$ cat config.mk
export PLATFORM = sky130hd
export DESIGN_NAME = bitmap_slicer
export DESIGN_NICKNAME = d
export VERILOG_FILES = /design/src/rtl/cmp_slice_pkg.sv /design/src/rtl/slice_stream_ctl.sv /design/src/rtl/bitmap_slicer.sv
export SDC_FILE = /design/constraint.sdc
export NUM_CORES = 2
export LEC_CHECK = 0
export CORE_ASPECT_RATIO = 1.75
export CORE_MARGIN = 10
export CORE_UTILIZATION = 30
export DETAILED_ROUTE_END_ITERATION = 10
export GPL_ROUTABILITY_DRIVEN = 0
export PLACE_DENSITY = 0.53
export SLEW_MARGIN = 25
export SYNTH_ARGS = -nofsm -noshare
export SYNTH_HDL_FRONTEND = slang
export SYNTH_SLANG_ARGS = --single-unit
$ cat constraint.sdc
create_clock -name clk -period 2.7 [get_ports clk]
set_clock_uncertainty 0.1 [all_clocks]
set_input_delay 0.27 -clock clk [delete_from_list [all_inputs] [get_ports clk]]
set_output_delay 0.27 -clock clk [all_outputs]
set_load 0.02 [all_outputs]
$ cat src/rtl/cmp_slice_pkg.sv
// Shared geometry, top-level state encoding and result-word field map for the
// compare-ALU slice interface.
package cmp_slice_pkg;

  localparam int unsigned BMP_ROWS  = 64;
  localparam int unsigned BMP_COLS  = 24;
  localparam int unsigned HALF_ROWS = 32;

  typedef enum logic [1:0] {
    LOAD     = 2'd0,
    START    = 2'd1,
    STREAM   = 2'd2,
    WAITDONE = 2'd3
  } state_t;

  // Field positions inside the 16-bit shift/scale word returned by cmpalu.
  localparam int unsigned LSHIFT_LSB = 0;
  localparam int unsigned LSHIFT_MSB = 4;
  localparam int unsigned DSHIFT_LSB = 5;
  localparam int unsigned DSHIFT_MSB = 10;
  localparam int unsigned HSCALE_BIT = 11;
  localparam int unsigned VSCALE_BIT = 12;

endpackage

$ cat src/rtl/slice_stream_ctl.sv
// One stream controller: walks an index from FIRST_IDX to LAST_IDX (up or down),
// presenting each index with a one-cycle strobe, then a blanking gap, then an ack wait.
module slice_stream_ctl #(
  parameter int unsigned IDX_W     = 6,
  parameter int unsigned FIRST_IDX = 0,
  parameter int unsigned LAST_IDX  = 31,
  parameter bit          DESCEND   = 1'b0,
  parameter int unsigned ACK_BLANK = 1
) (
  input  logic             clk,
  input  logic             rst_n,
  input  logic             go,
  input  logic             ack,
  output logic [IDX_W-1:0] idx,
  output logic             strobe,
  output logic             exhausted
);

  localparam int unsigned BL_W = (ACK_BLANK > 2) ? $clog2(ACK_BLANK) : 1;

  typedef enum logic [2:0] {
    PH_IDLE    = 3'd0,
    PH_PRESENT = 3'd1,
    PH_BLANK   = 3'd2,
    PH_WAIT    = 3'd3,
    PH_DONE    = 3'd4
  } phase_t;

  phase_t          phase;
  logic [BL_W-1:0] blank_cnt;

  always_ff @(posedge clk or negedge rst_n) begin
    if (!rst_n) begin
      phase     <= PH_IDLE;
      idx       <= '0;
      blank_cnt <= '0;
    end else begin
      case (phase)
        PH_IDLE, PH_DONE: begin
          if (go) begin
            phase <= PH_PRESENT;
            idx   <= IDX_W'(FIRST_IDX);
          end
        end
        PH_PRESENT: begin
          blank_cnt <= '0;
          phase     <= (ACK_BLANK == 0) ? PH_WAIT : PH_BLANK;
        end
        PH_BLANK: begin
          if (blank_cnt == BL_W'(ACK_BLANK - 1)) begin
            phase <= PH_WAIT;
          end else begin
            blank_cnt <= blank_cnt + BL_W'(1);
          end
        end
        PH_WAIT: begin
          if (ack) begin
            if (idx == IDX_W'(LAST_IDX)) begin
              phase <= PH_DONE;
            end else begin
              idx   <= DESCEND ? (idx - IDX_W'(1)) : (idx + IDX_W'(1));
              phase <= PH_PRESENT;
            end
          end
        end
        default: phase <= PH_IDLE;
      endcase
    end
  end

  assign strobe    = (phase == PH_PRESENT);
  assign exhausted = (phase == PH_DONE);

endmodule

$ cat src/rtl/bitmap_slicer.sv
// Buffers a 64x24 bitmap and streams columns, top rows and bottom rows to cmpalu,
// then captures its result word. Optional watchdog: define BITMAP_SLICER_WDOG_EN.
module bitmap_slicer
  import cmp_slice_pkg::*;
#(
  parameter int unsigned ACK_BLANK = 1
`ifdef BITMAP_SLICER_WDOG_EN
  , parameter int unsigned WDOG_CYCLES = 255
`endif
) (
  input  logic        clk,
  input  logic        rst_n,
  input  logic        load_valid,
  input  logic [23:0] load_data,
  output logic        load_ready,
  output logic        start,
  output logic [63:0] bitcolumn,
  output logic [23:0] bitrowtop,
  output logic [23:0] bitrowbot,
  output logic        nextcolumnready,
  output logic        nextrowtopready,
  output logic        nextrowbotready,
  output logic        lastcolumn,
  input  logic        nextcolumn,
  input  logic        nextrowtop,
  input  logic        nextrowbot,
  input  logic        alu_done,
  input  logic [15:0] alu_result,
  output logic [15:0] result,
  output logic        result_valid,
  output logic        busy
`ifdef BITMAP_SLICER_WDOG_EN
  , output logic      wdog_err
`endif
);

  state_t      state;
  logic [5:0]  wptr;
  logic [23:0] rows [BMP_ROWS];

  logic [4:0]  col_idx;
  logic [5:0]  top_idx;
  logic [5:0]  bot_idx;
  logic        col_strobe, top_strobe, bot_strobe;
  logic        col_exh, top_exh, bot_exh;
  logic        go;
  logic        all_done;
  logic        last_col;

  logic [63:0] col_mux;
  logic [4:0]  col_bit;
  logic [63:0] col_hold;
  logic [23:0] top_hold;
  logic [23:0] bot_hold;

`ifdef BITMAP_SLICER_WDOG_EN
  localparam int unsigned WDOG_W = ($clog2(WDOG_CYCLES + 1) > 8) ? $clog2(WDOG_CYCLES + 1) : 8;
  logic [WDOG_W-1:0] wdog_cnt;
`endif

  assign go       = (state == START);
  assign all_done = col_exh & top_exh & bot_exh;

  slice_stream_ctl #(
    .IDX_W    (5),
    .FIRST_IDX(0),
    .LAST_IDX (BMP_COLS - 1),
    .DESCEND  (1'b0),
    .ACK_BLANK(ACK_BLANK)
  ) u_col_ctl (
    .clk      (clk),
    .rst_n    (rst_n),
    .go       (go),
    .ack      (nextcolumn),
    .idx      (col_idx),
    .strobe   (col_strobe),
    .exhausted(col_exh)
  );

  slice_stream_ctl #(
    .IDX_W    (6),
    .FIRST_IDX(0),
    .LAST_IDX (HALF_ROWS - 1),
    .DESCEND  (1'b0),
    .ACK_BLANK(ACK_BLANK)
  ) u_top_ctl (
    .clk      (clk),
    .rst_n    (rst_n),
    .go       (go),
    .ack      (nextrowtop),
    .idx      (top_idx),
    .strobe   (top_strobe),
    .exhausted(top_exh)
  );

  slice_stream_ctl #(
    .IDX_W    (6),
    .FIRST_IDX(BMP_ROWS - 1),
    .LAST_IDX (HALF_ROWS),
    .DESCEND  (1'b1),
    .ACK_BLANK(ACK_BLANK)
  ) u_bot_ctl (
    .clk      (clk),
    .rst_n    (rst_n),
    .go       (go),
    .ack      (nextrowbot),
    .idx      (bot_idx),
    .strobe   (bot_strobe),
    .exhausted(bot_exh)
  );

  always_ff @(posedge clk) begin
    if (state == LOAD && load_valid) begin
      rows[wptr] <= load_data;
    end
  end

  // Bit 23 of a row is the leftmost pixel, so column c reads bit 23-c of every row.
  assign col_bit = 5'(BMP_COLS - 1) - col_idx;

  always_comb begin
    col_mux = '0;
    for (int unsigned r = 0; r < BMP_ROWS; r++) begin
      col_mux[r] = rows[r][col_bit];
    end
  end

  // Data is taken straight from the buffer during the strobe and held afterwards,
  // so outputs read zero out of reset even though the buffer itself is not cleared.
  always_ff @(posedge clk or negedge rst_n) begin
    if (!rst_n) begin
      col_hold <= '0;
      top_hold <= '0;
      bot_hold <= '0;
    end else begin
      if (col_strobe) col_hold <= col_mux;
      if (top_strobe) top_hold <= rows[top_idx];
      if (bot_strobe) bot_hold <= rows[bot_idx];
    end
  end

  always_comb begin
    bitcolumn = col_strobe ? col_mux        : col_hold;
    bitrowtop = top_strobe ? rows[top_idx]  : top_hold;
    bitrowbot = bot_strobe ? rows[bot_idx]  : bot_hold;
  end

  always_ff @(posedge clk or negedge rst_n) begin
    if (!rst_n) begin
      state        <= LOAD;
      wptr         <= '0;
      result       <= '0;
      result_valid <= 1'b0;
    end else begin
      result_valid <= 1'b0;
      case (state)
        LOAD: begin
          if (load_valid) begin
            wptr <= wptr + 6'd1;
            if (wptr == 6'(BMP_ROWS - 1)) state <= START;
          end
        end
        START: state <= STREAM;
        STREAM: begin
          if (all_done) state <= WAITDONE;
        end
        WAITDONE: begin
          if (alu_done) begin
            result       <= alu_result;
            result_valid <= 1'b1;
            state        <= LOAD;
          end
`ifdef BITMAP_SLICER_WDOG_EN
          else if (wdog_cnt == WDOG_W'(WDOG_CYCLES - 1)) begin
            result       <= '1;
            result_valid <= 1'b1;
            state        <= LOAD;
          end
`endif
        end
        default: state <= LOAD;
      endcase
    end
  end

  always_ff @(posedge clk or negedge rst_n) begin
    if (!rst_n) begin
      last_col <= 1'b0;
    end else if (state != STREAM) begin
      last_col <= 1'b0;
    end else if (col_strobe && col_idx == 5'(BMP_COLS - 1)) begin
      last_col <= 1'b1;
    end
  end

`ifdef BITMAP_SLICER_WDOG_EN
  always_ff @(posedge clk or negedge rst_n) begin
    if (!rst_n) begin
      wdog_cnt <= '0;
      wdog_err <= 1'b0;
    end else begin
      if (state != WAITDONE) begin
        wdog_cnt <= '0;
      end else begin
        wdog_cnt <= wdog_cnt + WDOG_W'(1);
        if (!alu_done && wdog_cnt == WDOG_W'(WDOG_CYCLES - 1)) wdog_err <= 1'b1;
      end
    end
  end
`endif

  assign lastcolumn      = (state == STREAM) &&
                           (last_col || (col_strobe && col_idx == 5'(BMP_COLS - 1)));
  assign load_ready      = (state == LOAD);
  assign start           = (state == START);
  assign busy            = (state != LOAD);
  assign nextcolumnready = col_strobe;
  assign nextrowtopready = top_strobe;
  assign nextrowbotready = bot_strobe;

endmodule

==> impl_metrics.csv <==
group,metric,value,unit
run_status,outcome,"finished with violations",
run_status,violations,"negative setup slack",
timing,fin_crit,4.15,ns
layout,finalNonFillerCells,11300,
timing,hold_viol_final,0,
placement,port_buffers,182,
min_path,hold_path_class,"in -> async",
clock_tree,cts_buffer_depth,4,
clock_tree,numClockSinks,1700,
floorplanning,chipHeight,746,µm
floorplanning,ios,183,
placement,placedCellCount,10600,
worst_setup_path,crit_required,2.33,ns
worst_setup_path,cp.arrival,3.78,ns
yosys,synthArstFlopShare,9.65,%
yosys,synth.cell_area,90300,µm²
layout,final_common_cell,"buf_4",
layout,fin_nets,7144,
routing,detail_route.wirelength,441000,µm
worst_setup_path,cp_max_fo,7,
floorplanning,die_w,435,µm
clock_tree,htreeDepth,4,
routing,drt_iter0_markers,7423,
clock_tree,clk_pin_slew,0.07,ns
grt,overflow,0,
layout,layout-drive-gt1-share,58.1,%
yosys,avgSynthCellArea,18.0,µm²
floorplanning,start_util,30.1,%
yosys,synthDistinctLibCells,60,
timing,fin_crit_sh,154,%
worst_setup_path,critPathLaunchType,"flop",
routing,wl_per_cell,39.2,µm
layout,layout_common_cells,"buf_4, edfxtp_1, mux4_2",
timing,maxSlewHeadroom,26.4,%
floorplanning,die-area,324000,µm²
power_and_ir_drop,p_total,143,mW
yosys,synthCells,5003,
yosys,synth-seq-cells,1700,
grt,grt_pass1_vias,68600,
yosys,yosys_warnings,0,
timing,drv_slew,0,
clock_tree,cts_tree,"built",
timing,fin_ws,-1.45,ns
timing,rsz0062_at_grt,"yes",
job,cap_violations,0,
yosys,synth-edff-count,1536,
routing,drtPass1Iterations,5,
floorplanning,num_rows,266,
yosys,synthFlopType,"edfxtp_1",
worst_setup_path,worst_setup_path_end_kind,"output pin",
power_and_ir_drop,p_per_area,1130,nW/µm²
routing,num_vias,66500,
layout,syn_to_final_growth,40.3,%
power_and_ir_drop,peakVddDrop,0.896,mV
grt,grt_pass1_wl,583000,µm
grt,grt_max_degree,65,
floorplanning,fp.coreArea,300000,µm²
routing,drc,0,
grt,grtUsageTotal,26.2,%
clock_tree,root_buffer,"clkbuf_16",
placement,dp_hpwl,322000,µm
timing,max_freq,241,MHz
yosys,syn_nets,5060,
power_and_ir_drop,power_leakage,44.9,nW
worst_setup_path,path_class,"reg -> out",
grt,antenna_found_initial,24,
clock_tree,clk_latency,0.87,ns
timing,setup_viol,221,
routing,vias_per_cell,5.91,
yosys,synth_seq_area_share,55.6,%
timing,tightestPinTransition,1.10,ns
routing,antenna_left,0,
clock_tree,cts-buffers-inserted,171,
state kept, by name, summed over array words and instances (netlist names):
signal / cells
u_top_ctl.phase: 3
top_hold: 24
u_col_ctl.idx: 5
result: 16
u_top_ctl.idx: 6
col_hold: 64
rows: 1536
bot_hold: 24
u_bot_ctl.idx: 6
u_col_ctl.phase: 3
last_col: 1
state: 2
wptr: 6
u_bot_ctl.phase: 3
result_valid: 1
worst max-delay path, stage by stage (launching register included):
cell and delay [ns]:
dfrtp_4 0.51, buf_12 0.16, buf_12 0.15, buf_12 0.14, buf_12 0.14, mux4_2 0.61, mux2i_1 0.22, buf_4 0.18
a22oi_2 0.08, a22o_2 0.30, a21o_4 0.24, buf_6 0.14
stage by stage:
| step | worst slack [ns] | TNS, ns | hold slack (ns) | area, µm² | util [%] |
|---|---|---|---|---|---|
| 5_1_grt | -1.45 | -160.99 | 0.0684 | 127000 | 42.2 |
| 6_report | -1.45 | -156.22 | 0.0589 | 127000 | 42.2 |
| 4_1_cts | -1.49 | -169.43 | 0.0159 | 121000 | 40.4 |
| 3_3_place_gp | -1.39 | -114.20 | 0.228 | 112000 | 37.2 |
| 3_5_place_dp | -1.32 | -114.91 | 0.232 | 112000 | 37.2 |
| 2_1_floorplan | -0.359 | -342.79 | -0.126 | 90300 | - |
cells in the mapped netlist (all sizes together), types with 38 or more instances:
cell type	instances	area (µm²)
a221oi	38	333
a22o	53	464
a22oi	123	923
a32oi	39	342
buf	252	1500
clkbuf	202	759
dfrtp	164	4100
edfxtp	1536	46100
mux2	51	574
mux2i	596	5970
mux4	1072	24100
nand2	107	402
nor2	115	432
nor2b	75	469
o21ai	221	1110
o22a	64	561
o22ai	40	250
layer usage:
metal | vias to the layer above | part of all wire [%] | GRT usage [%]
li1 | 25800 | - | -
met3 | 1511 | 6.5 | 4.49
met5 | - | 0.015 | 0
met4 | 8 | 13 | 24.9
met1 | 35200 | 30 | 25.6
met2 | 4020 | 51 | 46.1
power by group:
group	leakage [nW]	switching [mW]	internal, mW
clock	2.71	11.2	14.1
combinational	26.4	44.0	42.0
sequential	15.7	1.02	30.2
total	44.9	56.2	86.4
kinds of logic (layout without fill, tap and decap cells):
logic type | after synthesis | in the layout | synth area share (%)
xor gates and xnor gates | 7 | 7 | 0.0679
other | 0 | 10 | 0
buffers and inverters | 468 | 2686 | 2.56
AOI/OAI and AO/OA | 692 | 692 | 5.39
muxes | 1719 | 1719 | 34.0
adders and majority gates | 10 | 10 | 0.139
DFF | 1700 | 1700 | 55.6
and+or+nand+nor | 407 | 407 | 2.21
area by class of cell:
class	instances	area [µm²]
Fill cell	26600	173000
Sequential cell	1700	50300
Multi-Input combinational cell	2835	41200
Timing Repair Buffer	2365	24300
Tap cell	4020	5030
Clock buffer	211	4530
Clock inverter	96	1140
Inverter	14	62.6
Antenna cell	10	25.0
worst paths after layout:
path                       cells past startpoint                to  slack, ns              from
max                                           11     bitrowbot[19]      -1.45  u_bot_ctl.idx[0]
min                                            3      col_hold[58]       0.06             rst_n
max reg2reg                                   11      bot_hold[15]      -0.43  u_bot_ctl.idx[0]
min reg2reg                                    1        result[10]       0.40        result[10]
max in group asynchronous                      3  u_bot_ctl.idx[0]       1.93             rst_n
min in group clk                               3          state[0]       0.07          alu_done
repair_timing:
action,CTS,global route
hold buffers,43,0
gates resized for setup,642,833
gates cloned,21,30
endpoints found under the setup margin,227,234
setup buffers,96,235
pin swaps,76,151
hold endpoints to repair,1277,0
No activity file was read; power rests on OpenSTA's default activity.
